`config.mk`:
```
export PLATFORM = sky130hd
export DESIGN_NAME = bus_arbiter
export DESIGN_NICKNAME = d
export VERILOG_FILES = /design/src/rtl/bus_arbiter.sv
export SDC_FILE = /design/constraint.sdc
export NUM_CORES = 1
export LEC_CHECK = 0
export ABC_CLOCK_PERIOD_IN_PS = 1750
export CORE_UTILIZATION = 35
export CTS_CLUSTER_SIZE = 8
export DETAILED_ROUTE_END_ITERATION = 12
export PLACE_DENSITY_LB_ADDON = 0.25
export SYNTH_ARGS = -nofsm -noshare
export SYNTH_HDL_FRONTEND = slang
export SYNTH_SLANG_ARGS = --single-unit
```
`constraint.sdc`:
```
create_clock -name clk -period 1.75 [get_ports clk]
set_input_delay 0.175 -clock clk [delete_from_list [all_inputs] [get_ports clk]]
set_output_delay 0.175 -clock clk [all_outputs]
set_load 0.005 [all_outputs]
```
`src/rtl/bus_arbiter.sv`:
```
// bus_arbiter
//   Grants a shared serial bus to one of two masters (round-robin), then
//   tracks the transaction on the muxed serial lines until it completes,
//   times out or is abandoned. A one-cycle DONE state with both grants low
//   separates consecutive grants.
//
// Ports
//   clk     in   system clock, rising edge
//   rst     in   asynchronous active-high reset
//   breq1   in   bus request, master 1 (held until transaction done)
//   breq2   in   bus request, master 2
//   mvalid  in   muxed master valid, one address/data bit per high cycle
//   smode   in   muxed master mode (1 write, 0 read), taken with first mvalid
//   svalid  in   slave read-data valid, one bit per high cycle
//   sready  in   selected slave ready (write acknowledge)
//   bgrant1 out  registered grant, master 1
//   bgrant2 out  registered grant, master 2
//   msel    out  bus mux select (0 master 1, 1 master 2), holds last grantee
//   busy    out  high whenever the controller is not idle
module bus_arbiter #(
  parameter int ADDR_WIDTH = 12,
  parameter int DATA_WIDTH = 8,
  parameter int TIMEOUT    = 255
) (
  input  logic clk,
  input  logic rst,
  input  logic breq1,
  input  logic breq2,
  input  logic mvalid,
  input  logic smode,
  input  logic svalid,
  input  logic sready,
  output logic bgrant1,
  output logic bgrant2,
  output logic msel,
  output logic busy
);

  localparam int MAXW  = (ADDR_WIDTH > DATA_WIDTH) ? ADDR_WIDTH : DATA_WIDTH;
  localparam int CNT_W = $clog2(MAXW + 1);
  localparam logic [CNT_W-1:0] ADDR_LAST = CNT_W'(ADDR_WIDTH - 1);
  localparam logic [CNT_W-1:0] DATA_LAST = CNT_W'(DATA_WIDTH - 1);
  localparam logic [7:0]       TMO_LAST  = 8'(TIMEOUT - 1);

  typedef enum logic [2:0] {
    S_IDLE,
    S_ADDR,
    S_WDATA,
    S_WAIT_ACK,
    S_WAIT_RD,
    S_RDATA,
    S_DONE
  } state_t;

  state_t           r_state, w_state_nxt;
  logic [CNT_W-1:0] r_cnt, w_cnt_nxt;
  logic [7:0]       r_tmr, w_tmr_nxt;
  logic             r_mode, w_mode_nxt;
  logic             r_last_m2, w_last_m2_nxt;  // 1: master 2 was served last
  logic             r_bgrant1, w_bgrant1_nxt;
  logic             r_bgrant2, w_bgrant2_nxt;
  logic             r_msel, w_msel_nxt;

  logic w_progress;
  logic w_timed;
  logic w_breq_g;
  logic w_tmo;
  logic w_pick2;
  logic w_addr_mode;

  always_ff @(posedge clk or posedge rst) begin
    if (rst) begin
      r_state   <= S_IDLE;
      r_cnt     <= '0;
      r_tmr     <= '0;
      r_mode    <= 1'b0;
      r_last_m2 <= 1'b1;
      r_bgrant1 <= 1'b0;
      r_bgrant2 <= 1'b0;
      r_msel    <= 1'b0;
    end else begin
      r_state   <= w_state_nxt;
      r_cnt     <= w_cnt_nxt;
      r_tmr     <= w_tmr_nxt;
      r_mode    <= w_mode_nxt;
      r_last_m2 <= w_last_m2_nxt;
      r_bgrant1 <= w_bgrant1_nxt;
      r_bgrant2 <= w_bgrant2_nxt;
      r_msel    <= w_msel_nxt;
    end
  end

  always_comb begin
    w_state_nxt   = r_state;
    w_cnt_nxt     = r_cnt;
    w_tmr_nxt     = r_tmr;
    w_mode_nxt    = r_mode;
    w_last_m2_nxt = r_last_m2;
    w_bgrant1_nxt = r_bgrant1;
    w_bgrant2_nxt = r_bgrant2;
    w_msel_nxt    = r_msel;
    w_progress    = 1'b0;
    w_timed       = 1'b0;

    w_breq_g    = r_msel ? breq2 : breq1;
    w_tmo       = (r_tmr == TMO_LAST);
    // Master 2 wins if it is the only requester, or on a tie when master 1
    // was served last.
    w_pick2     = breq2 & (~breq1 | ~r_last_m2);
    // On the first address bit the mode is still on the bus, not latched.
    w_addr_mode = (r_cnt == '0) ? smode : r_mode;

    case (r_state)
      S_IDLE: begin
        if (breq1 | breq2) begin
          w_state_nxt   = S_ADDR;
          w_bgrant1_nxt = ~w_pick2;
          w_bgrant2_nxt = w_pick2;
          w_msel_nxt    = w_pick2;
        end
      end
      S_ADDR: begin
        w_timed = 1'b1;
        if (mvalid) begin
          w_progress = 1'b1;
          if (r_cnt == '0) w_mode_nxt = smode;
          if (r_cnt == ADDR_LAST) w_state_nxt = w_addr_mode ? S_WDATA : S_WAIT_RD;
        end else if ((r_cnt == '0) && !w_breq_g) begin
          // Request withdrawn before any address bit: abandon the grant.
          w_state_nxt = S_DONE;
        end else if (w_tmo) begin
          w_state_nxt = S_DONE;
        end
      end
      S_WDATA: begin
        w_timed = 1'b1;
        if (mvalid) begin
          w_progress = 1'b1;
          if (r_cnt == DATA_LAST) w_state_nxt = S_WAIT_ACK;
        end else if (w_tmo) begin
          w_state_nxt = S_DONE;
        end
      end
      S_WAIT_ACK: begin
        w_timed = 1'b1;
        if (sready) begin
          w_progress  = 1'b1;
          w_state_nxt = S_DONE;
        end else if (w_tmo) begin
          w_state_nxt = S_DONE;
        end
      end
      S_WAIT_RD: begin
        w_timed = 1'b1;
        if (svalid) begin
          w_progress  = 1'b1;
          w_state_nxt = (DATA_WIDTH == 1) ? S_DONE : S_RDATA;
        end else if (w_tmo) begin
          w_state_nxt = S_DONE;
        end
      end
      S_RDATA: begin
        if (svalid) begin
          w_progress = 1'b1;
          if (r_cnt == DATA_LAST) w_state_nxt = S_DONE;
        end
      end
      S_DONE: begin
        w_last_m2_nxt = r_msel;
        w_state_nxt   = S_IDLE;
      end
      default: w_state_nxt = S_IDLE;
    endcase

    if (w_state_nxt == S_DONE) begin
      w_bgrant1_nxt = 1'b0;
      w_bgrant2_nxt = 1'b0;
    end

    // Counters restart on any state change. The bit that moves WAIT_RD into
    // RDATA is already read bit 1, so RDATA starts counting from one.
    if (w_state_nxt != r_state) begin
      w_cnt_nxt = (w_state_nxt == S_RDATA) ? CNT_W'(1) : '0;
      w_tmr_nxt = '0;
    end else if (w_progress) begin
      w_cnt_nxt = r_cnt + CNT_W'(1);
      w_tmr_nxt = '0;
    end else if (w_timed) begin
      w_tmr_nxt = r_tmr + 8'd1;
    end
  end

  assign bgrant1 = r_bgrant1;
  assign bgrant2 = r_bgrant2;
  assign msel    = r_msel;
  assign busy    = (r_state != S_IDLE);

endmodule

```
==> flow_summary.ini, run 1 <==
[sta]
setup_tns_ns = -0.731
holdWs_ns = 0.236
worstMarginPinSlew_ns = 0.378
fmax_ghz = 0.546
max-slew-margin-rel_pct = 74.7
setup_viol = 14
clock-skew-final_ns = 0.00260
fin_ws_ns = -0.0812
min_period_ns = 1.83
fin_crit_sh_pct = 105
hold_viol = 0
slew_viol_final = 0
rsz0062_at_grt = true

[die]
die_area_um2 = 4130
die_y_um = 64.3
coreArea_um2 = 3690
rows = 22
ios = 12
initial_core_util_pct = 36.8
die_w_um = 64.3

[global_routing]
grt_antenna_before_repair = 0
grt_max_degree = 21
met3_usage_pct = 1.61
first_global_vias = 1174
grt.overflow.total = 0
grt_usage_pct = 17.5
met1_usage_pct = 23.5
grt_pass1_wl_um = 5530
gr-usage-met2_pct = 28.3
top_usage_layer = met2

[worst_hold_path]
hp-class = input pin to async pin

[clocking]
numCtsBuffers = 3
clkLatencyLatePin_ns = 0.26
root_buffer = clkbuf_8
htreeDepth = 1
cts_tree = yes
clock-sinks = 20
clk_pin_slew_ns = 0.08
clockBufferDepth = 2

[critical_path]
endpoint_kind = register
critPathLaunchType = register
worstPathRequired_ns = 1.90
crit_buf_inv = 2
critPathKind = register to register
max_stage_delay_ns = 0.40
crit_fanout = 12
crit_path_cell_trace = inv_1 -> ha_1 -> or3b_4 -> o22ai_4 -> nand2_2 -> a31oi_4 -> buf_12 -> o22ai_1
critical-path-top-delay-family = simple AND/OR/NAND/NOR gates
cp_data_arrival_time_ns = 1.98
slowest_stage = or3b_4

[finish]
design_area_um2 = 1840
drive_gt1_share_pct = 32.8
final_cells = 225
final_util_pct = 50.0
diodes = 0
final_net_count = 190
area_delta_synth_final_pct = 35.9

[placement]
dpl_cell_area_um2 = 1720
gp_congestion = 0.840
dp.cells = 220
io_buffers = 11
place_ws_ns = -0.198
dp_hpwl_um = 2380

[synthesis]
synth-main-ff-cell = dfrtp_1
synth-seq-cells = 20
syn_inst = 138
synth_area_um2 = 1360
ys_top_cells_by_area = dfrtp_1 35%, nor3_2 6.6%, xnor2_1 3.9%
yosys.cell_types.count = 43
synth_area_per_cell_um2 = 9.83
async_reset_ff_share_pct = 100
synth.top_cell.area_share_pct = 35.1
ys_seq_area_share_pct = 37.0
yosys_warnings = 0
synth_nets = 150
synth-edff-count = 0
synth_top_cell_by_area = dfrtp_1

[power_and_ir_drop]
p_leak_nw = 0.763
p_per_area_nw_per_um2 = 1490
power_mw = 2.74
ir_drop_v = 0.000528

[run]
maxCapViolations = 0

[drt]
drt_iter0_markers = 33
postRouteAntennaNets = 0
wl_per_cell_um = 13.9
dr_total_vias = 1185
firstDrtPassIters = 4
wirelength_um = 3130
drc_errors = 0
vias_per_cell = 5.27

[run_status]
status = finished with violations
failed_checks = negative setup slack
==> layout make-up <==
type / instances / area [µm²]
Clock buffer: 3 / 41.3
Inverter: 9 / 33.8
Fill cell: 351 / 1850
Tap cell: 48 / 60.1
Multi-Input combinational cell: 105 / 836
Clock inverter: 1 / 30.0
Sequential cell: 20 / 503
Timing Repair Buffer: 39 / 339
==> power by group <==
part           leakage (nW)  total [mW]  internal (mW)  switching (mW)
Combinational         0.469        1.58          0.771           0.807
Sequential            0.258       0.693          0.593           0.100
Clock                0.0357       0.472          0.306           0.167
Total                 0.763        2.74           1.67            1.07
==> state kept, by name, indices dropped and copies added (netlist names) <==
signal and cells:
r_tmr 8, r_cnt 4, r_state 3, bgrant1 1
bgrant2 1, msel 1, r_last_m2 1, r_mode 1
==> final timing paths <==
kind                          start        end  slack (ns)  cells past startpoint
setup / recovery           r_cnt[0]   r_cnt[0]       -0.08                      8
hold / removal                  rst   r_tmr[2]        0.24                      3
setup reg to reg           r_cnt[0]   r_cnt[0]       -0.08                      8
hold reg to reg              r_mode     r_mode        0.54                      1
max in group asynchronous       rst  r_last_m2        1.25                      3
min in group clk              smode     r_mode        0.52                      2
==> synth_stat cells (2+ instances only) <==
master,instances
a32oi_1,2
o21ai_1,2
nand3b_1,2
a21oi_1,5
xor2_1,4
nor3_2,9
nand2b_1,3
nand3_1,7
nor2b_1,4
buf_2,2
mux2i_1,2
nand4b_1,2
o21ai_0,3
nor2_1,10
nand4_1,5
nand2_1,7
buf_6,2
dfrtp_1,19
nor4bb_1,2
xnor2_1,6
mux2_2,3
o21a_1,2
ha_1,4
nor3_1,4
inv_1,9
==> kinds of logic after synthesis <==
kind of cell,Yosys count,share of synthesized area (%)
xor gates and xnor gates,10,6.46
buffers and inverters,13,4.89
and+or+nand+nor,62,30.1
muxes,5,3.97
adders and majority gates,4,3.69
AOI/OAI and AO/OA,24,13.9
DFF,20,37.0
==> worst register-to-register path: stages, from the launching register on <==
cell     delay [ns]
dfrtp_1        0.39
inv_1          0.06
ha_1           0.13
or3b_4         0.40
o22ai_4        0.19
nand2_2        0.12
a31oi_4        0.20
buf_12         0.17
o22ai_1        0.08
==> placed cells by master (no fill, tap or decap), types with 3 or more instances in the layout <==
cell | synthesis | layout
nor3_2 | 9 | 8
clkdlybuf4s50_1 | 0 | 10
xor2_1 | 4 | 4
o21ai_0 | 3 | 3
nand3_1 | 7 | 7
nand2b_1 | 3 | 3
buf_4 | 0 | 26
a21oi_1 | 5 | 4
nand4_1 | 5 | 5
nor3_1 | 4 | 4
ha_1 | 4 | 4
dfrtp_1 | 19 | 18
mux2_2 | 3 | 3
nor2_1 | 10 | 10
clkbuf_8 | 0 | 3
nand2_1 | 7 | 6
inv_1 | 9 | 9
nor2b_1 | 4 | 4
xnor2_1 | 6 | 6
==> routing by layer <==
metal | wire, µm | vias up | part of all wire [%]
met4 | 62 | 0 | 2.0
met3 | 113 | 4 | 3.6
met2 | 1470 | 18 | 47
li1 | - | 579 | -
met1 | 1480 | 584 | 47
met5 | 0 | - | 0
==> repair_timing <==
action | CTS | global route
hold buffers | 0 | 0
buffers inserted | 1 | 0
pin swaps | 2 | 2
endpoints found under the setup margin | 16 | 15
resized for setup | 8 | 1
endpoints found under the hold margin | 0 | 0
No activity file was read; power rests on OpenSTA's default activity.
==> inputs of run 2 (changes only) <==
Settings changed: ABC_CLOCK_PERIOD_IN_PS 1750 to 2200.
Clock period 1.75 ns to 2.2 ns, I/O delays scaled along.
==> run 2 against run 1 <==
  * The run now ends clean
  * Power fell by 33%
  * Critical path depth fell by 5
  * Hold slack improved by 0.17 ns
  * Worst setup slack improved by 0.24 ns
  * Combinational power is 39% lower
  * Die area stayed put
  * Critical path type is now register to output pin
  * Critical endpoint is now busy
  * Highest routed layer unchanged
==> flow_summary.ini, run 2 (synthesis results as in run 1) <==
[run_status]
status = finished, final reports clean

[critical_path]
worstPathRequired_ns = 1.98
critPathLaunchType = register
endpoint_kind = output pin
cp_data_arrival_time_ns = 1.82
critPathKind = register to output pin
reg2reg_depth = 8
critPathLaunch = r_state[1]
r2r_slack_ns = 0.17
reg2reg_from = r_cnt[0]
crit_fanout = 14

[drt]
wl_per_cell_um = 14.3
vias_per_cell = 5.37
wl_met1_um = 1360
drc_errors = 0
top_layer = met4
met2_length_um = 1330
firstDrtPassIters = 4
postRouteAntennaNets = 0
dr_wl_met3_um = 106
wirelength_um = 2900
drt_iter0_markers = 50
dr_total_vias = 1084

[clocking]
root_buffer = clkbuf_8
clk_pin_slew_ns = 0.08
clockBufferDepth = 2
clkLatencyLatePin_ns = 0.27
cts_resized = 0
postCtsHoldBufs = 0
numCtsBuffers = 3
clock-sinks = 20
cts_setup_buffers = 0
htreeDepth = 1
cts_tree = yes

[worst_hold_path]
hp-class = input pin to async pin

[sta]
fin_crit_sh_pct = 92.9
hold_viol = 0
clock-skew-final_ns = 0.00858
worstMarginPinSlew_ns = 0.799
slew_viol_final = 0
setup_viol = 0
fin_ws_ns = 0.157
setup_tns_ns = 0
fmax_ghz = 0.489
max-slew-margin-rel_pct = 46.6
rsz0062_at_grt = false
min_period_ns = 2.04

[die]
die_area_um2 = 4130
initial_core_util_pct = 36.8
die_y_um = 64.3
coreArea_um2 = 3690
die_w_um = 64.3
ios = 12
rows = 22

[finish]
reg.largest.list = r_tmr (8), r_cnt (4), r_state (3)
largest-register = r_tmr
nFillCells = 369
design_area_um2 = 1590
diodes = 0
final_net_count = 167
layout_commonest_cell = dfrtp_1
final_util_pct = 43.0
area_delta_synth_final_pct = 17.0
drive_gt1_share_pct = 19.5
largest_register_ffs = 8
most-common-layout-cells = 19 x dfrtp_1, 11 x clkdlybuf4s50_1, 10 x nor2_1, 9 x inv_1, 9 x nor3_2

[global_routing]
grt_pass1_wl_um = 5180
grt_max_degree = 21
grt_antenna_before_repair = 0
grt_usage_pct = 16.3
first_global_vias = 1108
grt.overflow.total = 0

[placement]
dp_hpwl_um = 2160
dpl_cell_area_um2 = 1530
place_ws_ns = 0.143
io_buffers = 11
gp_congestion = 0.843

[power_and_ir_drop]
p_per_area_nw_per_um2 = 1160
ir_drop_v = 0.000414
p_leak_nw = 0.625
power_mw = 1.85

[run]
maxCapViolations = 0
-- run 2: cell count changes in the layout (fill, tap and decap cells not counted), sizes merged --
cell / previous run / this run
buf: 28 / 5
bufinv: 1 / 0
clkbuf: 3 / 4
clkdlybuf4s50: 10 / 11
dlymetal6s2s: 1 / 0
-- run 2: critical path: stages (launching register included) --
cell             delay (ns)
dfrtp_1                0.56
nor3_2                 0.43
inv_1                  0.11
clkdlybuf4s50_1        0.46
-- run 2: area by class of cell --
class	instances	area [µm²]	share of cell area, %
clock buffer	4	55.1	3.47
inverter	9	33.8	2.13
multi-input combinational	105	788	49.7
sequential	20	502	31.6
tap	48	60.1	3.79
timing repair buffer	16	148	9.31
-- run 2: worst paths after layout --
path                                  to
worst max-delay path                busy
worst min-delay path                msel
worst max register to register  r_tmr[4]
worst min register to register    r_mode
max in group asynchronous       r_tmr[3]
min in group clk                  r_mode
-- run 2: layer usage --
metal | global-route usage (%) | vias up
met1 | 20.8 | 519
met2 | 24.9 | 21
met3 | 3.57 | 9
li1 | - | 535
met5 | 0 | -
met4 | 10.3 | 0
-- run 2: metrics by stage --
stage | instances | hold WS [ns]
final | 202 | 0.405
after global routing | 202 | 0.503
after CTS | 202 | 0.430
after detailed placement | 198 | 0.522
after global placement | 198 | 0.524
after floorplan | 138 | 0.183
-- run 2: power by group --
group / internal (mW) / switching [mW] / total, mW
logic: 0.442 / 0.514 / 0.957
registers: 0.470 / 0.133 / 0.603
clock network: 0.160 / 0.128 / 0.288
==> inputs of run 3 (changes only) <==
Settings changed: ABC_CLOCK_PERIOD_IN_PS 2200 to 2300.
Clock period 2.2 ns to 2.3 ns, I/O delays scaled along.
==> run 3 against run 2 <==
  * Clock-buffer cell count unchanged
  * Clock power down 19%
  * Combinational power fell by 6.3%
  * Sequential cell count stayed put
==> flow_summary.ini, run 3 (synthesis results as in run 1) <==
[drt]
wl_per_cell_um = 13.9
postRouteAntennaNets = 0
drc_errors = 0
drt_iter0_markers = 58
vias_per_cell = 5.27
firstDrtPassIters = 4
dr_total_vias = 1053
wirelength_um = 2770

[critical_path]
crit_fanout = 9
worstPathRequired_ns = 2.07
crit_path_cell_trace = buf_4 -> nor3_2 -> inv_1 -> clkdlybuf4s50_1
critPathKind = register to output pin
endpoint_kind = output pin
critPathLaunchType = register
cp_data_arrival_time_ns = 1.84
max_stage_delay_ns = 0.46
slowest_stage = clkdlybuf4s50_1

[power_and_ir_drop]
clkPwrFrac_pct = 13.7
p_leak_nw = 0.610
power_mw = 1.70
ir_drop_v = 0.000417
switching_power_uw = 725
p_sw_share_pct = 42.7
seqPwrFrac_pct = 33.5
p_comb_share_pct = 52.8
p_per_area_nw_per_um2 = 1090
intPower_uw = 975

[run_status]
status = finished, final reports clean

[clocking]
clkLatencyLatePin_ns = 0.25
cts_setup_buffers = 0
numCtsBuffers = 3
clockBufferDepth = 2
postCtsHoldBufs = 0
clock-sinks = 20
clk_pin_slew_ns = 0.07
cts_resized = 0
htreeDepth = 1
root_buffer = clkbuf_8
cts_tree = yes

[sta]
setup_tns_ns = 0
slew_viol_final = 0
fin_crit_sh_pct = 89.8
setup_viol = 0
fmax_ghz = 0.484
min_period_ns = 2.07
clock-skew-final_ns = 0.00189
max-slew-margin-rel_pct = 47.5
rsz0062_at_grt = false
hold_viol = 0
worstMarginPinSlew_ns = 0.786

[die]
die_w_um = 64.3
ios = 12
rows = 22
die_y_um = 64.3
coreArea_um2 = 3690
initial_core_util_pct = 36.8
die_area_um2 = 4130

[global_routing]
grt_max_degree = 21
grt_usage_pct = 14.8
grt_antenna_before_repair = 0
first_global_vias = 1004
grt.overflow.total = 0
grt_pass1_wl_um = 4720

[finish]
final_net_count = 165
area_delta_synth_final_pct = 15.1
reg.largest.list = r_tmr (8), r_cnt (4), r_state (3)
largest-register = r_tmr
drive_gt1_share_pct = 17.8
design_area_um2 = 1560
most-common-layout-cells = 19 x dfrtp_1, 11 x clkdlybuf4s50_1, 10 x nor2_1, 9 x inv_1, 9 x nor3_2
largest_register_ffs = 8
layout_commonest_cell = dfrtp_1
diodes = 0

[placement]
dpl_cell_area_um2 = 1520
gp_congestion = 0.912
dp_hpwl_um = 2140
io_buffers = 11

[run]
maxCapViolations = 0

[worst_hold_path]
hp-class = input pin to async pin
-- run 3: cell count changes in the layout (fill, tap and decap cells not counted), sizes merged --
| cell | before | now |
|---|---|---|
| buf | 5 | 3 |
-- run 3: per-layer routing --
| metal | track usage, % | vias up | part of all wire, % |
|---|---|---|---|
| li1 | - | 535 | - |
| met1 | 20.2 | 502 | 50 |
| met2 | 23.9 | 14 | 46 |
| met3 | 2.32 | 2 | 3.3 |
| met4 | 4.17 | 0 | 0.68 |
| met5 | 0 | - | 0 |
-- run 3: power by group through the flow --
| stage | combinational [mW] | sequential [mW] | clock [mW] |
|---|---|---|---|
| 3_5_place_dp | 0.897 | 0.575 | 0 |
| 5_1_grt | 0.990 | 0.585 | 0.260 |
| 3_3_place_gp | 0.882 | 0.570 | 0 |
| 4_1_cts | 0.901 | 0.567 | 0.243 |
| 2_1_floorplan | 0.720 | 0.522 | 0 |
| 6_report | 0.897 | 0.570 | 0.233 |
-- run 3: per-stage QoR --
stage,setup WS (ns),util (%),hold slack (ns),std cells
2_1_floorplan,0.492,-,0.193,138
3_3_place_gp,0.237,41.1,0.521,196
3_5_place_dp,0.221,41.1,0.518,196
4_1_cts,0.230,42.3,0.452,200
5_1_grt,0.0975,42.3,0.516,200
6_report,0.234,42.3,0.427,200
-- run 3: final timing paths --
path                            slack (ns)  depth (start not counted)  endpoint  startpoint
worst min register to register        0.54                          1    r_mode      r_mode
worst max register to register        0.26                          8  r_tmr[0]    r_cnt[0]
min in group clk                      0.54                          1    r_mode      r_mode
worst max-delay path                  0.23                          4      busy  r_state[0]
max in group asynchronous             1.38                          2  r_cnt[1]         rst
worst min-delay path                  0.43                          2      msel         rst
-- run 3: area by class of cell --
class,count,area (µm²)
inverter,9,33.8
fill,355,2130
tap,48,60.1
clock buffer,4,45.0
sequential,20,502
multi-input combinational,105,788
timing repair buffer,14,133
-- run 3: critical path: cells and delay by family, from the launching register on --
kind,cells,cell delay [ns]
buffers and inverters,3,0.75
flip-flops,1,0.44
AND/OR/NAND/NOR,1,0.39
